`src/rtl/fp_cmp_pkg.sv`:
```
// rtl/fp_cmp_pkg.sv - shared mode codes, flag indices and NaN helpers for fp_compare_pipe
package fp_cmp_pkg;

  localparam logic [1:0] MODE_CMP    = 2'd0;
  localparam logic [1:0] MODE_MIN    = 2'd1;
  localparam logic [1:0] MODE_MAX    = 2'd2;
  localparam logic [1:0] MODE_ABSCMP = 2'd3;

  localparam int FLAG_AEB   = 0;
  localparam int FLAG_AGB   = 1;
  localparam int FLAG_ALB   = 2;
  localparam int FLAG_UNORD = 3;

  // Helpers work on a 64-bit container so any EXP_W/MAN_W up to double fits.
  function automatic logic fp_is_nan(input logic [63:0] v, input int exp_w, input int man_w);
    logic [63:0] exp_mask;
    logic [63:0] man_mask;
    exp_mask = (64'd1 << exp_w) - 64'd1;
    man_mask = (64'd1 << man_w) - 64'd1;
    return (((v >> man_w) & exp_mask) == exp_mask) && ((v & man_mask) != 64'd0);
  endfunction

  function automatic logic [63:0] fp_qnan(input int exp_w, input int man_w);
    return (((64'd1 << exp_w) - 64'd1) << man_w) | (64'd1 << (man_w - 1));
  endfunction

endpackage

```
`src/rtl/fp_cmp_core.sv`:
```
// rtl/fp_cmp_core.sv - combinational classify/compare/select for one operand pair
module fp_cmp_core
  import fp_cmp_pkg::*;
#(
  parameter int EXP_W  = 8,
  parameter int MAN_W  = 23,
  parameter int DATA_W = 1 + EXP_W + MAN_W
) (
  input  logic [1:0]        mode,
  input  logic [DATA_W-1:0] dataa,
  input  logic [DATA_W-1:0] datab,
  output logic [DATA_W-1:0] result
);

  localparam int MAG_W = DATA_W - 1;

  logic             nan_a, nan_b, unord;
  logic             sign_a, sign_b;
  logic [MAG_W-1:0] mag_a, mag_b;
  logic             mag_lt, mag_gt, both_zero;
  logic             lt, gt;
  logic             alb, agb, aeb;

  always_comb begin
    nan_a     = fp_is_nan(64'(dataa), EXP_W, MAN_W);
    nan_b     = fp_is_nan(64'(datab), EXP_W, MAN_W);
    unord     = nan_a | nan_b;
    sign_a    = dataa[DATA_W-1];
    sign_b    = datab[DATA_W-1];
    mag_a     = dataa[MAG_W-1:0];
    mag_b     = datab[MAG_W-1:0];
    mag_lt    = mag_a < mag_b;
    mag_gt    = mag_a > mag_b;
    both_zero = (mag_a == '0) && (mag_b == '0);

    // Sign-magnitude ordering; +0 and -0 fall into the equal case.
    if (both_zero) begin
      lt = 1'b0;
      gt = 1'b0;
    end else if (sign_a != sign_b) begin
      lt = sign_a;
      gt = sign_b;
    end else if (sign_a) begin
      lt = mag_gt;
      gt = mag_lt;
    end else begin
      lt = mag_lt;
      gt = mag_gt;
    end

    if (mode == MODE_ABSCMP) begin
      alb = mag_lt;
      agb = mag_gt;
    end else begin
      alb = lt;
      agb = gt;
    end
    aeb = !alb && !agb;
    if (unord) begin
      alb = 1'b0;
      agb = 1'b0;
      aeb = 1'b0;
    end

    result = '0;
    case (mode)
      MODE_MIN, MODE_MAX: begin
        if (nan_a && nan_b)          result = DATA_W'(fp_qnan(EXP_W, MAN_W));
        else if (nan_a)              result = datab;
        else if (nan_b)              result = dataa;
        else if (mode == MODE_MIN)   result = gt ? datab : dataa;
        else                         result = lt ? datab : dataa;
      end
      default: begin
        result[FLAG_UNORD] = unord;
        result[FLAG_ALB]   = alb;
        result[FLAG_AGB]   = agb;
        result[FLAG_AEB]   = aeb;
      end
    endcase
  end

endmodule

```
`src/rtl/fp_compare_pipe.sv`:
```
// rtl/fp_compare_pipe.sv - pipelined IEEE-754 compare/min/max unit, one op per clock
module fp_compare_pipe
  import fp_cmp_pkg::*;
#(
  parameter  int EXP_W   = 8,
  parameter  int MAN_W   = 23,
  parameter  int LATENCY = 3,
  localparam int DATA_W  = 1 + EXP_W + MAN_W
) (
  input  logic              clock,
  input  logic              reset,
  input  logic              clk_en,
  input  logic [1:0]        mode,
  input  logic [DATA_W-1:0] dataa,
  input  logic [DATA_W-1:0] datab,
  output logic [DATA_W-1:0] result,
  output logic              done
);

  if (LATENCY == 1) begin : g_lat1
    logic [DATA_W-1:0] core_res;
    logic [DATA_W-1:0] result_q;
    logic              done_q;

    fp_cmp_core #(.EXP_W(EXP_W), .MAN_W(MAN_W), .DATA_W(DATA_W)) u_core (
      .mode   (mode),
      .dataa  (dataa),
      .datab  (datab),
      .result (core_res)
    );

    always_ff @(posedge clock) begin
      if (reset) begin
        done_q   <= 1'b0;
        result_q <= '0;
      end else begin
        done_q <= clk_en;
        if (clk_en) result_q <= core_res;
      end
    end

    assign result = result_q;
    assign done   = done_q;
  end else begin : g_latn
    logic              s1_vld;
    logic [1:0]        s1_mode;
    logic [DATA_W-1:0] s1_a, s1_b;
    logic [DATA_W-1:0] core_res;

    always_ff @(posedge clock) begin
      if (reset) begin
        s1_vld  <= 1'b0;
        s1_mode <= MODE_CMP;
        s1_a    <= '0;
        s1_b    <= '0;
      end else begin
        s1_vld <= clk_en;
        if (clk_en) begin
          s1_mode <= mode;
          s1_a    <= dataa;
          s1_b    <= datab;
        end
      end
    end

    fp_cmp_core #(.EXP_W(EXP_W), .MAN_W(MAN_W), .DATA_W(DATA_W)) u_core (
      .mode   (s1_mode),
      .dataa  (s1_a),
      .datab  (s1_b),
      .result (core_res)
    );

    // Data only advances with its valid bit, so the last stage holds between ops.
    for (genvar g = 0; g < LATENCY - 1; g++) begin : g_dly
      logic              vld_in, vld;
      logic [DATA_W-1:0] res_in, res;

      if (g == 0) begin : g_first
        assign vld_in = s1_vld;
        assign res_in = core_res;
      end else begin : g_next
        assign vld_in = g_dly[g-1].vld;
        assign res_in = g_dly[g-1].res;
      end

      always_ff @(posedge clock) begin
        if (reset) begin
          vld <= 1'b0;
          res <= '0;
        end else begin
          vld <= vld_in;
          if (vld_in) res <= res_in;
        end
      end
    end

    assign result = g_dly[LATENCY-2].res;
    assign done   = g_dly[LATENCY-2].vld;
  end

endmodule
```
`config.mk`:
```
export PLATFORM = sky130hd
export DESIGN_NAME = fp_compare_pipe
export DESIGN_NICKNAME = d
export VERILOG_FILES = /design/src/rtl/fp_cmp_pkg.sv /design/src/rtl/fp_cmp_core.sv /design/src/rtl/fp_compare_pipe.sv
export SDC_FILE = /design/constraint.sdc
export NUM_CORES = 1
export LEC_CHECK = 0
export BUFFER_PORTS_ARGS = -buffer_cell sky130_fd_sc_hd__buf_2
export CAP_MARGIN = 30
export CORE_MARGIN = 2
export CORE_UTILIZATION = 55
export DETAILED_ROUTE_END_ITERATION = 12
export PLACE_DENSITY = 0.78
export SLEW_MARGIN = 20
export SYNTH_ARGS = -nofsm -noshare
export SYNTH_HDL_FRONTEND = slang
export SYNTH_SLANG_ARGS = --single-unit
```
`constraint.sdc`:
```
create_clock -name clock -period 3.2 [get_ports clock]
set_clock_uncertainty 0.1 [all_clocks]
set_input_delay 0.16 -clock clock [delete_from_list [all_inputs] [get_ports clock]]
set_output_delay 0.16 -clock clock [all_outputs]
set_load 0.005 [all_outputs]
```
== After elaboration in Yosys (flattened, before gate mapping) ==
Cells that the tools add are included.

* Bits in registers: 133
* Output and inout port bits: 33
* Logic and storage cells: 48
* Bits of input ports: 69

* $lt $le $gt $ge: 2
* Reductions and logical operators: 12
* Bitwise operators: 1
* Muxes and demuxes: 19
* Eq/ne operators: 6

{| class="wikitable"
|+ Operators with widths
! operator !! number
|-
| $mux W32 || 6
|-
| $reduce_bool A64 Y1 || 2
|-
| $logic_not A31 Y1 || 2
|-
| $gt A31 B31 Y1 || 1
|-
| $lt A31 B31 Y1 || 1
|-
| $mux W28 || 1
|-
| $eq A8 B8 Y1 const B || 2
|-
| $mux W1 || 11
|-
| $logic_and A1 B1 Y1 || 5
|-
| $eq A2 B2 Y1 const B || 2
|-
| $mux W4 || 1
|-
| $eq A2 B1 Y1 const B || 1
|-
| $logic_not A1 Y1 || 2
|-
| $reduce_or A2 Y1 || 1
|-
| $ne A1 B1 Y1 || 1
|-
| $or A1 B1 Y1 || 1
|}

== Longest topological paths before layout ==
Gate-level depths: netlist of run 1.

* Depth in word-level cells: 10
* Depth in mapped cells: 12
* Depth with buffers taken out: 11

== By module ==
A second synthesis of run 1 with hierarchy kept.

* Cell total of the unflattened synthesis: 703
* Area total of the unflattened synthesis: 6,506.2 um^2

{| class="wikitable"
|+ Modules (own cells, without submodules)
! module !! cells an instance !! seq. area each (um^2) !! area an instance (um^2) !! times used
|-
| fp_compare_pipe || 427 || 2,662.6 || 4,700.8 || 1
|-
| fp_cmp_core || 276 || 0.0 || 1,805.5 || 1
|}

== Worst setup path after synthesis of run 1 ==
OpenSTA, ideal clock, no wires.

* Path type: register to register
* From: register g_latn.s1_b[29]
* To: register g_latn.g_dly[0].res[1]
* Cell stages (with the launch flop): 13
* Slack: 0.480 ns
* Path buffers: 1
* Data arrival time: 2.485 ns
* Clock period less this slack: 2.720 ns
* Cell sequence: dfxtp_1 -> inv_1 -> ha_1 -> nand4_2 -> or2_4 -> or3_1 -> a311oi_2 -> a211oi_1 -> o21ai_1 -> buf_2 -> nand2_1 -> a32oi_1 -> o311ai_1

* Word-level cells in the longest chain between the ends: 10
* Elaborated cells on any way between the ends: 23
* Classes of those cells: 2 x order compare; 1 x eq/ne; 15 x mux; 1 x bitwise; 4 x reduce/logical

{| class="wikitable"
|+ RTL lines
! what !! line !! source
|-
| start: declaration || fp_compare_pipe.sv:47 || <nowiki>logic [DATA_W-1:0] s1_a, s1_b;</nowiki>
|-
| start signal: assignment || fp_compare_pipe.sv:61 || <nowiki>s1_b <= datab;</nowiki>
|-
| $lt A31 B31 Y1 / $gt A31 B31 Y1 (equally long branches) || fp_cmp_core.sv:32, fp_cmp_core.sv:33 ||
|-
| $mux W1 || fp_cmp_core.sv:43 || <nowiki>end else if (sign_a) begin</nowiki>
|-
| $mux W1 || fp_cmp_core.sv:40 || <nowiki>end else if (sign_a != sign_b) begin</nowiki>
|-
| $mux W1 || fp_cmp_core.sv:37 || <nowiki>if (both_zero) begin</nowiki>
|-
| $mux W32 (on tied branches) || fp_cmp_core.sv:72, fp_cmp_core.sv:71 ||
|-
| $mux W32 || fp_cmp_core.sv:71 || <nowiki>else if (mode == MODE_MIN) result = gt ? datab : dataa;</nowiki>
|-
| $mux W32 || fp_cmp_core.sv:70 || <nowiki>else if (nan_b) result = dataa;</nowiki>
|-
| $mux W32 || fp_cmp_core.sv:69 || <nowiki>else if (nan_a) result = datab;</nowiki>
|-
| $mux W32 || fp_cmp_core.sv:68 || <nowiki>if (nan_a && nan_b) result = DATA_W'(fp_qnan(EXP_W, MAN_W));</nowiki>
|-
| $mux W4 (*) || fp_cmp_core.sv:66 || <nowiki>case (mode)</nowiki>
|-
| end signal: assignment || fp_compare_pipe.sv:92 || <nowiki>if (vld_in) res <= res_in;</nowiki>
|-
| end: declaration || fp_compare_pipe.sv:76 || <nowiki>logic [DATA_W-1:0] res_in, res;</nowiki>
|}

Every way passes the cells marked *; elsewhere a longest branch is shown, timed or not.
A chain may end at the register's enable or synchronous reset.

== Final worst setup path of run 1 ==
* From: register g_latn.s1_b[4]
* To: register g_latn.g_dly[0].res[13]

* Word-level cells in the longest chain between the ends: 10
* Elaborated cells on any way between the ends: 20
* Classes of those cells: 2 x order compare; 13 x mux; 5 x reduce/logical

{| class="wikitable"
|+ RTL lines
! what !! line
|-
| $lt A31 B31 Y1 / $gt A31 B31 Y1 (equally long branches) || fp_cmp_core.sv:32, fp_cmp_core.sv:33
|-
| $mux W1 || fp_cmp_core.sv:43
|-
| $mux W1 || fp_cmp_core.sv:40
|-
| $mux W1 || fp_cmp_core.sv:37
|-
| $mux W32 (on tied branches) || fp_cmp_core.sv:72, fp_cmp_core.sv:71
|-
| $mux W32 || fp_cmp_core.sv:71
|-
| $mux W32 || fp_cmp_core.sv:70
|-
| $mux W32 || fp_cmp_core.sv:69
|-
| $mux W32 (*) || fp_cmp_core.sv:68
|-
| $mux W28 (*) || fp_cmp_core.sv:66
|}

Marked as above.

==> results.md, run 1 <==
* CP required at 3370 ps
* Share of cells above drive strength 1 at 20.0%
* Hold Crit Class: input pin to register
* Fin. Hold Viols at 0
* Post-synth EDFFs at 0
* Die Ht at 110 um
* RSZ-0062 raised after global routing: no
* Mapped cell area at 0.00623 mm^2
* Final setup TNS at 0 ps
* Unique masters post-synth at 55
* IO Port Bufs at 101
* CTS buffer count at 17
* Synthesis-to-layout area growth at 32.2%
* Top Ports at 102
* Syn Area/Cell at 9.20 um^2
* Crit path max-delay family: compound AO/OA/AOI/OAI gates
* Initial antenna violation count at 0
* Leakage at 0.00363 uW
* #FFs+latches synth at 133
* GRT Util Overall at 27.5%
* Sequential share of the synthesized area at 42.7%
* Placed wire-length estimate at 11.1 mm
* Vias per Instance at 5.72
* CTS tree: built
* Fin Hold WS at 106 ps
* Synth area leaders: dfxtp_1 43%, mux2i_1 19%, nor2_1 6.8%
* Crit-path cells: inv_1 -> ha_1 -> a211oi_1 -> nor2_1 -> o31ai_2 -> nand3_1 -> o311a_1 -> o211a_2 -> nor2_4 -> buf_12 -> mux2i_1 -> o21ai_0
* Final period util at 96.4%
* Vias in the first global route at 5,714
* Max cap viols at 0
* Root buffer cell: clkbuf_16
* Most frequent cells in the layout: 124 x dfxtp_1, 119 x mux2i_1, 113 x nor2_1
* Global-route wire length before repair at 27.5 mm
* Fin cells at 993
* Outcome: completed
* Syn Nets at 779
* Die X at 110 um
* Commonest non-fill, non-tap cell in the layout: dfxtp_1
* Min Tclk post-route at 3090 ps
* DR pass1 iterations at 9
* Max frequency at 324 MHz
* Slew margin rel. at 53.8%
* CTS max path bufs at 2
* Cell taking the most area after synthesis: dfxtp_1
* Core ar. at 0.0109 mm^2
* Critical path's slowest cell: dfxtp_1
* Nets at 942
* Wirelength per Cell at 17.0 um
* ANT nets after route at 0
* Count of final setup violators at 0
* Reg area at 0.00268 mm^2
* Vias at 5,678
* Bufs and invs on worst path at 2
* Slowest cell delay on critical path at 380 ps
* Initial DRC count at 607
* Rows at 38
* Area after DPL at 0.00689 mm^2
* Post-Place Cells at 891
* Critical path arrival at 3260 ps
* Endpoint class of the critical path: register
* Final Max Tran Viols at 0
* Drt drc at 0
* Kind of critical path: register to register
* Diodes inserted at 0
* Pin count of the biggest net entering global routing at 68
* Routability congestion estimate at 0.874
* Design area at 0.00824 mm^2
* Clk Latency, worst-skew pair at 420 ps
* Cell count after synthesis at 677
* Grt ovf at 0
* Worst Path Max Fanout at 11
* Async S/R FF share, synth at 0%
* H-Tree Level Count at 4
* Fill count at 744
* Yosys warns at 0
* Worst vdd ir at 0.426 mV
* CTS Sinks at 133
* P per Cell Area at 544 mW/mm^2
* CTS clock-pin slew for the worst setup and hold paths at 60 ps
* Startpoint Class: register
* Post-synth top area share at 42.7%
* Worst-Margin Slew at 688 ps
* Top FF cell, synth: dfxtp_1
* Register-to-register setup slack at 110 ps
* Final Util at 75.3%
* Total length of routed wires at 16.9 mm
* Area of the multi-input gates at 0.00331 mm^2
* Initial Utilization at 57.0%
* Die area at 0.0122 mm^2
==> where the power goes <==
part / switching (uW) / internal, uW
logic: 371 / 370
clock network: 739 / 1190
registers: 84.3 / 1720
total: 1190 / 3280
==> cells in the mapped netlist, types with 8 or more instances <==
cell / number
dfxtp_1: 133
mux2i_1: 119
nor2_1: 113
inv_1: 34
ha_1: 33
nand2_1: 32
clkbuf_1: 29
o21ai_0: 28
a21oi_1: 22
nor4_1: 17
o22ai_1: 17
nand4_1: 12
a22oi_1: 8
nand3_1: 8
==> state kept, by name (all words and copies together), names as in the netlist <==
| signal | flops |
|---|---|
| g_latn.g_dly.res | 32 |
| g_latn.s1_a | 32 |
| g_latn.s1_b | 32 |
| result | 32 |
| g_latn.s1_mode | 2 |
| done | 1 |
| g_latn.g_dly.vld | 1 |
| g_latn.g_dly.vld_in | 1 |
==> metrics by stage <==
step | worst slack [ps] | total power (uW)
after global placement | 231 | 2440
after floorplan | 480 | 2270
final | 114 | 4480
after global routing | 15.0 | 4620
after detailed placement | 82.9 | 2470
after CTS | 63.0 | 4440
==> worst paths after layout <==
kind	from	end	cells past startpoint
max	g_latn.s1_b[4]$_SDFFE_PP0P_	g_latn.g_dly[0].res[13]$_SDFFE_PP0P_	12
min	reset	result[30]$_SDFFE_PP0P_	2
max reg2reg	g_latn.s1_b[4]$_SDFFE_PP0P_	g_latn.g_dly[0].res[13]$_SDFFE_PP0P_	12
min reg2reg	g_latn.g_dly[0].res[8]$_SDFFE_PP0P_	g_latn.g_dly[0].res[8]$_SDFFE_PP0P_	2
==> cell families (layout without fill, tap and decap cells) <==
logic type,after synthesis,count (layout),share of synthesized area (%)
buf+inv,74,250,4.80
flops,133,133,42.7
fa+ha+maj,33,33,6.63
mux,119,119,19.1
compound gates,105,105,10.9
xor+xnor,3,3,0.422
simple gates,210,210,15.4
==> area by class of cell <==
cell class,instances,area share [%]
inverters,34,1.55
well taps,140,2.13
flip-flops and latches,133,32.5
multi-input cells,470,40.2
clock inverters,11,1.52
clock buffers,21,5.59
repair buffers,184,16.6
==> worst reg2reg max path: cells and delay by family (launching register included) <==
kind / cells / cell delay, ps
multiplexers: 1 / 240
AO/OA/AOI/OAI: 5 / 1310
adder cells (fa/ha/maj): 1 / 290
AND/OR/NAND/NOR: 3 / 380
flip-flops: 1 / 380
buffers and inverters: 2 / 230
==> per-layer routing <==
metal | up-vias | global-route usage (%) | routed length, um
met3 | 36 | 6.75 | 1050
met4 | 0 | 9.00 | 293
met1 | 2683 | 34.1 | 7250
met2 | 236 | 46.9 | 8320
met5 | - | 0 | 0
li1 | 2723 | - | -
==> what timing repair did <==
action | 4_1_cts | 5_1_grt
hold buffers | 66 | 0
setup endpoints to repair | 0 | 23
gates resized for setup | 0 | 15
buffers inserted | 0 | 3
endpoints found under the hold margin | 66 | 0
Note: power is estimated with default switching activity, not from simulation.
==> inputs of run 2 (changes only) <==
--- a/config.mk
+++ b/config.mk
@@ -5,12 +5,12 @@
 export SDC_FILE = /design/constraint.sdc
 export NUM_CORES = 1
 export LEC_CHECK = 0
-export BUFFER_PORTS_ARGS = -buffer_cell sky130_fd_sc_hd__buf_2
 export CAP_MARGIN = 30
 export CORE_MARGIN = 2
 export CORE_UTILIZATION = 55
 export DETAILED_ROUTE_END_ITERATION = 12
-export PLACE_DENSITY = 0.78
+export DONT_BUFFER_PORTS = 1
+export PLACE_DENSITY = 0.7
 export SLEW_MARGIN = 20
 export SYNTH_ARGS = -nofsm -noshare
 export SYNTH_HDL_FRONTEND = slang
==> results.md, run 2 (same netlist as run 1, synthesis figures left out) <==
* Clock network fraction of total power at 45.3% (+2.2 points)
* Initial antenna violation count at 0 (unchanged)
* Fill count at 779 (+4.7%)
* Routability congestion estimate at 0.870 (-0.43%)
* Wirelength per Cell at 18.4 um (+7.9%)
* Hold Crit Class: input pin to register
* Diodes inserted at 0 (unchanged)
* Nets at 868 (-7.9%)
* WHS Path Cells at 2 (unchanged)
* Die X at 110 um (unchanged)
* Grt ovf at 0 (unchanged)
* Crit path max-delay family: simple AND/OR/NAND/NOR gates
* Worst Setup Slack, final at 143 ps (+29.6 ps)
* Endpoint class of the critical path: register
* GRT Util Overall at 27.4% (-0.078 points)
* Startpoint Class: register
* Internal power at 3500 uW (+6.5%)
* Synthesis-to-layout area growth at 30.1%
* P per Cell Area at 577 mW/mm^2 (+6.1%)
* CP required at 3370 ps (about the same)
* Share of cells above drive strength 1 at 10.3% (-9.8 points)
* Global-route wire length before repair at 27.0 mm (-1.9%)
* Drt drc at 0 (unchanged)
* Worst Path Max Fanout at 9 (-2)
* Met3 Usage GRT at 6.15% (-0.60 points)
* Outcome: completed
* Clk Latency, worst-skew pair at 420 ps (about the same)
* Hold endpoint: result[19]$_SDFFE_PP0P_
* Switching share of power at 25.2% (-1.5 points)
* Worst r2r dst: g_latn.g_dly[0].res[7]$_SDFFE_PP0P_
* Count of final setup violators at 0 (unchanged)
* Logic pwr share at 16.1% (-0.5 points)
* CTS max path bufs at 2 (unchanged)
* Die area at 0.0122 mm^2 (unchanged)
* Worst vdd ir at 0.652 mV (+53%)
* Most frequent cells in the layout: 127 x dfxtp_1, 116 x mux2i_1, 113 x nor2_1
* Leakage at 0.00332 uW (-8.8%)
* GR peak layer: met2
* IO Port Bufs at 0 (-100%)
* Die Ht at 110 um (unchanged)
* Critical path arrival at 3220 ps (-40 ps)
* Top Ports at 102 (unchanged)
* Fin. Hold Viols at 0 (unchanged)
* Critical path launch point: g_latn.s1_b[30]$_SDFFE_PP0P_
* Core ar. at 0.0109 mm^2 (unchanged)
* Met1 GRT Util at 34.9% (+0.80 points)
* Final period util at 95.5% (-0.92 points)
* Bufs and invs on worst path at 2 (unchanged)
* Root buffer cell: clkbuf_16
* Pin count of the biggest net entering global routing at 118 (+74%)
* Max frequency at 327 MHz (+0.97%)
* Total length of routed wires at 16.9 mm (-0.14%)
* Placed wire-length estimate at 10.3 mm (-6.8%)
* Initial Utilization at 57.0% (unchanged)
* Initial DRC count at 578 (-4.8%)
* DR pass1 iterations at 5 (-4)
* DP Worst Slack at 125 ps (+42.1 ps)
* Commonest non-fill, non-tap cell in the layout: dfxtp_1
* CTS tree: built
* Sequential share of power at 38.6% (-1.7 points)
* Max cap viols at 0 (unchanged)
* Worst path depth at 12 (unchanged)
* RSZ-0062 raised after global routing: no
* Register-to-Register Path Depth at 12 (unchanged)
* H-Tree Level Count at 4 (unchanged)
* Slew margin rel. at 56.0% (+2.2 points)
* ANT nets after route at 0 (unchanged)
* Kind of critical path: register to register
* Crit-path cells: inv_1 -> ha_1 -> nand4_4 -> or2_4 -> or3_1 -> a311oi_2 -> a211oi_2 -> o211a_4 -> nor2_4 -> buf_12 -> mux2i_2 -> o21ai_0
* Final setup TNS at 0 ps (unchanged)
* Min-Delay Startpoint: reset
* Vias in the first global route at 5,323 (-6.8%)
* Slowest cell delay on critical path at 400 ps (+20 ps)
* CTS buffer count at 17 (unchanged)
* CTS Sinks at 133 (unchanged)
* GRT met2 Usage at 45.4% (-1.5 points)
* Sw Pwr at 1180 uW (-1.3%)
* CTS clock-pin slew for the worst setup and hold paths at 60 ps (about the same)
* Worst-Margin Slew at 656 ps (-32.1 ps)
* Final Max Tran Viols at 0 (unchanged)
* Startpoint of the worst register-to-register path: g_latn.s1_b[30]$_SDFFE_PP0P_
* Vias per Instance at 5.90 (+3.2%)
* Design Power at 4680 uW (+4.4%)
* Rows at 38 (unchanged)
* Min Tclk post-route at 3060 ps (-29.6 ps)
* Critical path's slowest cell: or3_1
* Register-to-register setup slack at 140 ps (+30 ps)
* Vias at 5,422 (-4.5%)
==> run 2: changes by cell type in the layout (fill, tap and decap cells not counted), moves of 2 or more <==
cell / change
clkbuf_8: +2
clkinv_2: -2
dfxtp_1: +3
buf_2: -99
bufinv_16: +2
buf_4: +2
dfxtp_2: -3
dlygate4sd3_1: +22
a211oi_1: -2
mux2i_1: -3
mux2i_2: +3
a211oi_2: +2
==> run 2: repair_timing <==
item                                    in CTS  in global routing
endpoints found under the hold margin      120                  0
endpoints found under the setup margin       0                 22
hold buffers                                90                  0
buffers inserted                             0                  1
resized for setup                            0                 20
==> run 2: stage by stage <==
| stage | hold WS (ps) | instances | util [%] | cell area (um^2) |
|---|---|---|---|---|
| 6_report | 40.0 | 919 | 74.1 | 8100 |
| 5_1_grt | 60.9 | 919 | 74.1 | 8100 |
| 4_1_cts | 54.6 | 917 | 73.0 | 7980 |
| 3_5_place_dp | 146 | 795 | 58.5 | 6400 |
| 3_3_place_gp | 142 | 795 | 58.5 | 6400 |
| 2_1_floorplan | 208 | 677 | - | 6230 |
==> run 2: how the worst max path moves through the flow <==
stage / slack, ps / endpoint
5_1_grt: 8 / g_latn.g_dly[0].res[7]$_SDFFE_PP0P_
3_5_place_dp: 120 / g_latn.g_dly[0].res[19]$_SDFFE_PP0P_
3_3_place_gp: 200 / g_latn.g_dly[0].res[2]$_SDFFE_PP0P_
2_1_floorplan: 480 / g_latn.g_dly[0].res[1]$_SDFFE_PP0P_
4_1_cts: 80 / g_latn.g_dly[0].res[10]$_SDFFE_PP0P_
6_report: 140 / g_latn.g_dly[0].res[7]$_SDFFE_PP0P_
==> run 2: per-layer routing <==
layer  wire, um  share of wire (%)
met3       1020                6.0
met2       8180                 48
met1       7390                 44
met4        302                1.8
met5          0                  0
==> run 2: final cells by class <==
class	count	area [um^2]	share of cell area, %
Sequential cell	133	2670	33.0
Tap cell	140	175	2.16
Inverter	34	128	1.57
Timing Repair Buffer	110	1130	14.0
Clock buffer	22	484	5.97
Multi-Input combinational cell	470	3350	41.3
Clock inverter	10	168	2.07
==> run 2: power by group through the flow <==
stage	sequential [uW]	combinational, uW	clock, uW
after floorplan	1800	471	0
after global placement	1830	533	0
after detailed placement	1840	549	0
after CTS	1800	693	2140
after global routing	1810	815	2220
final	1800	754	2120
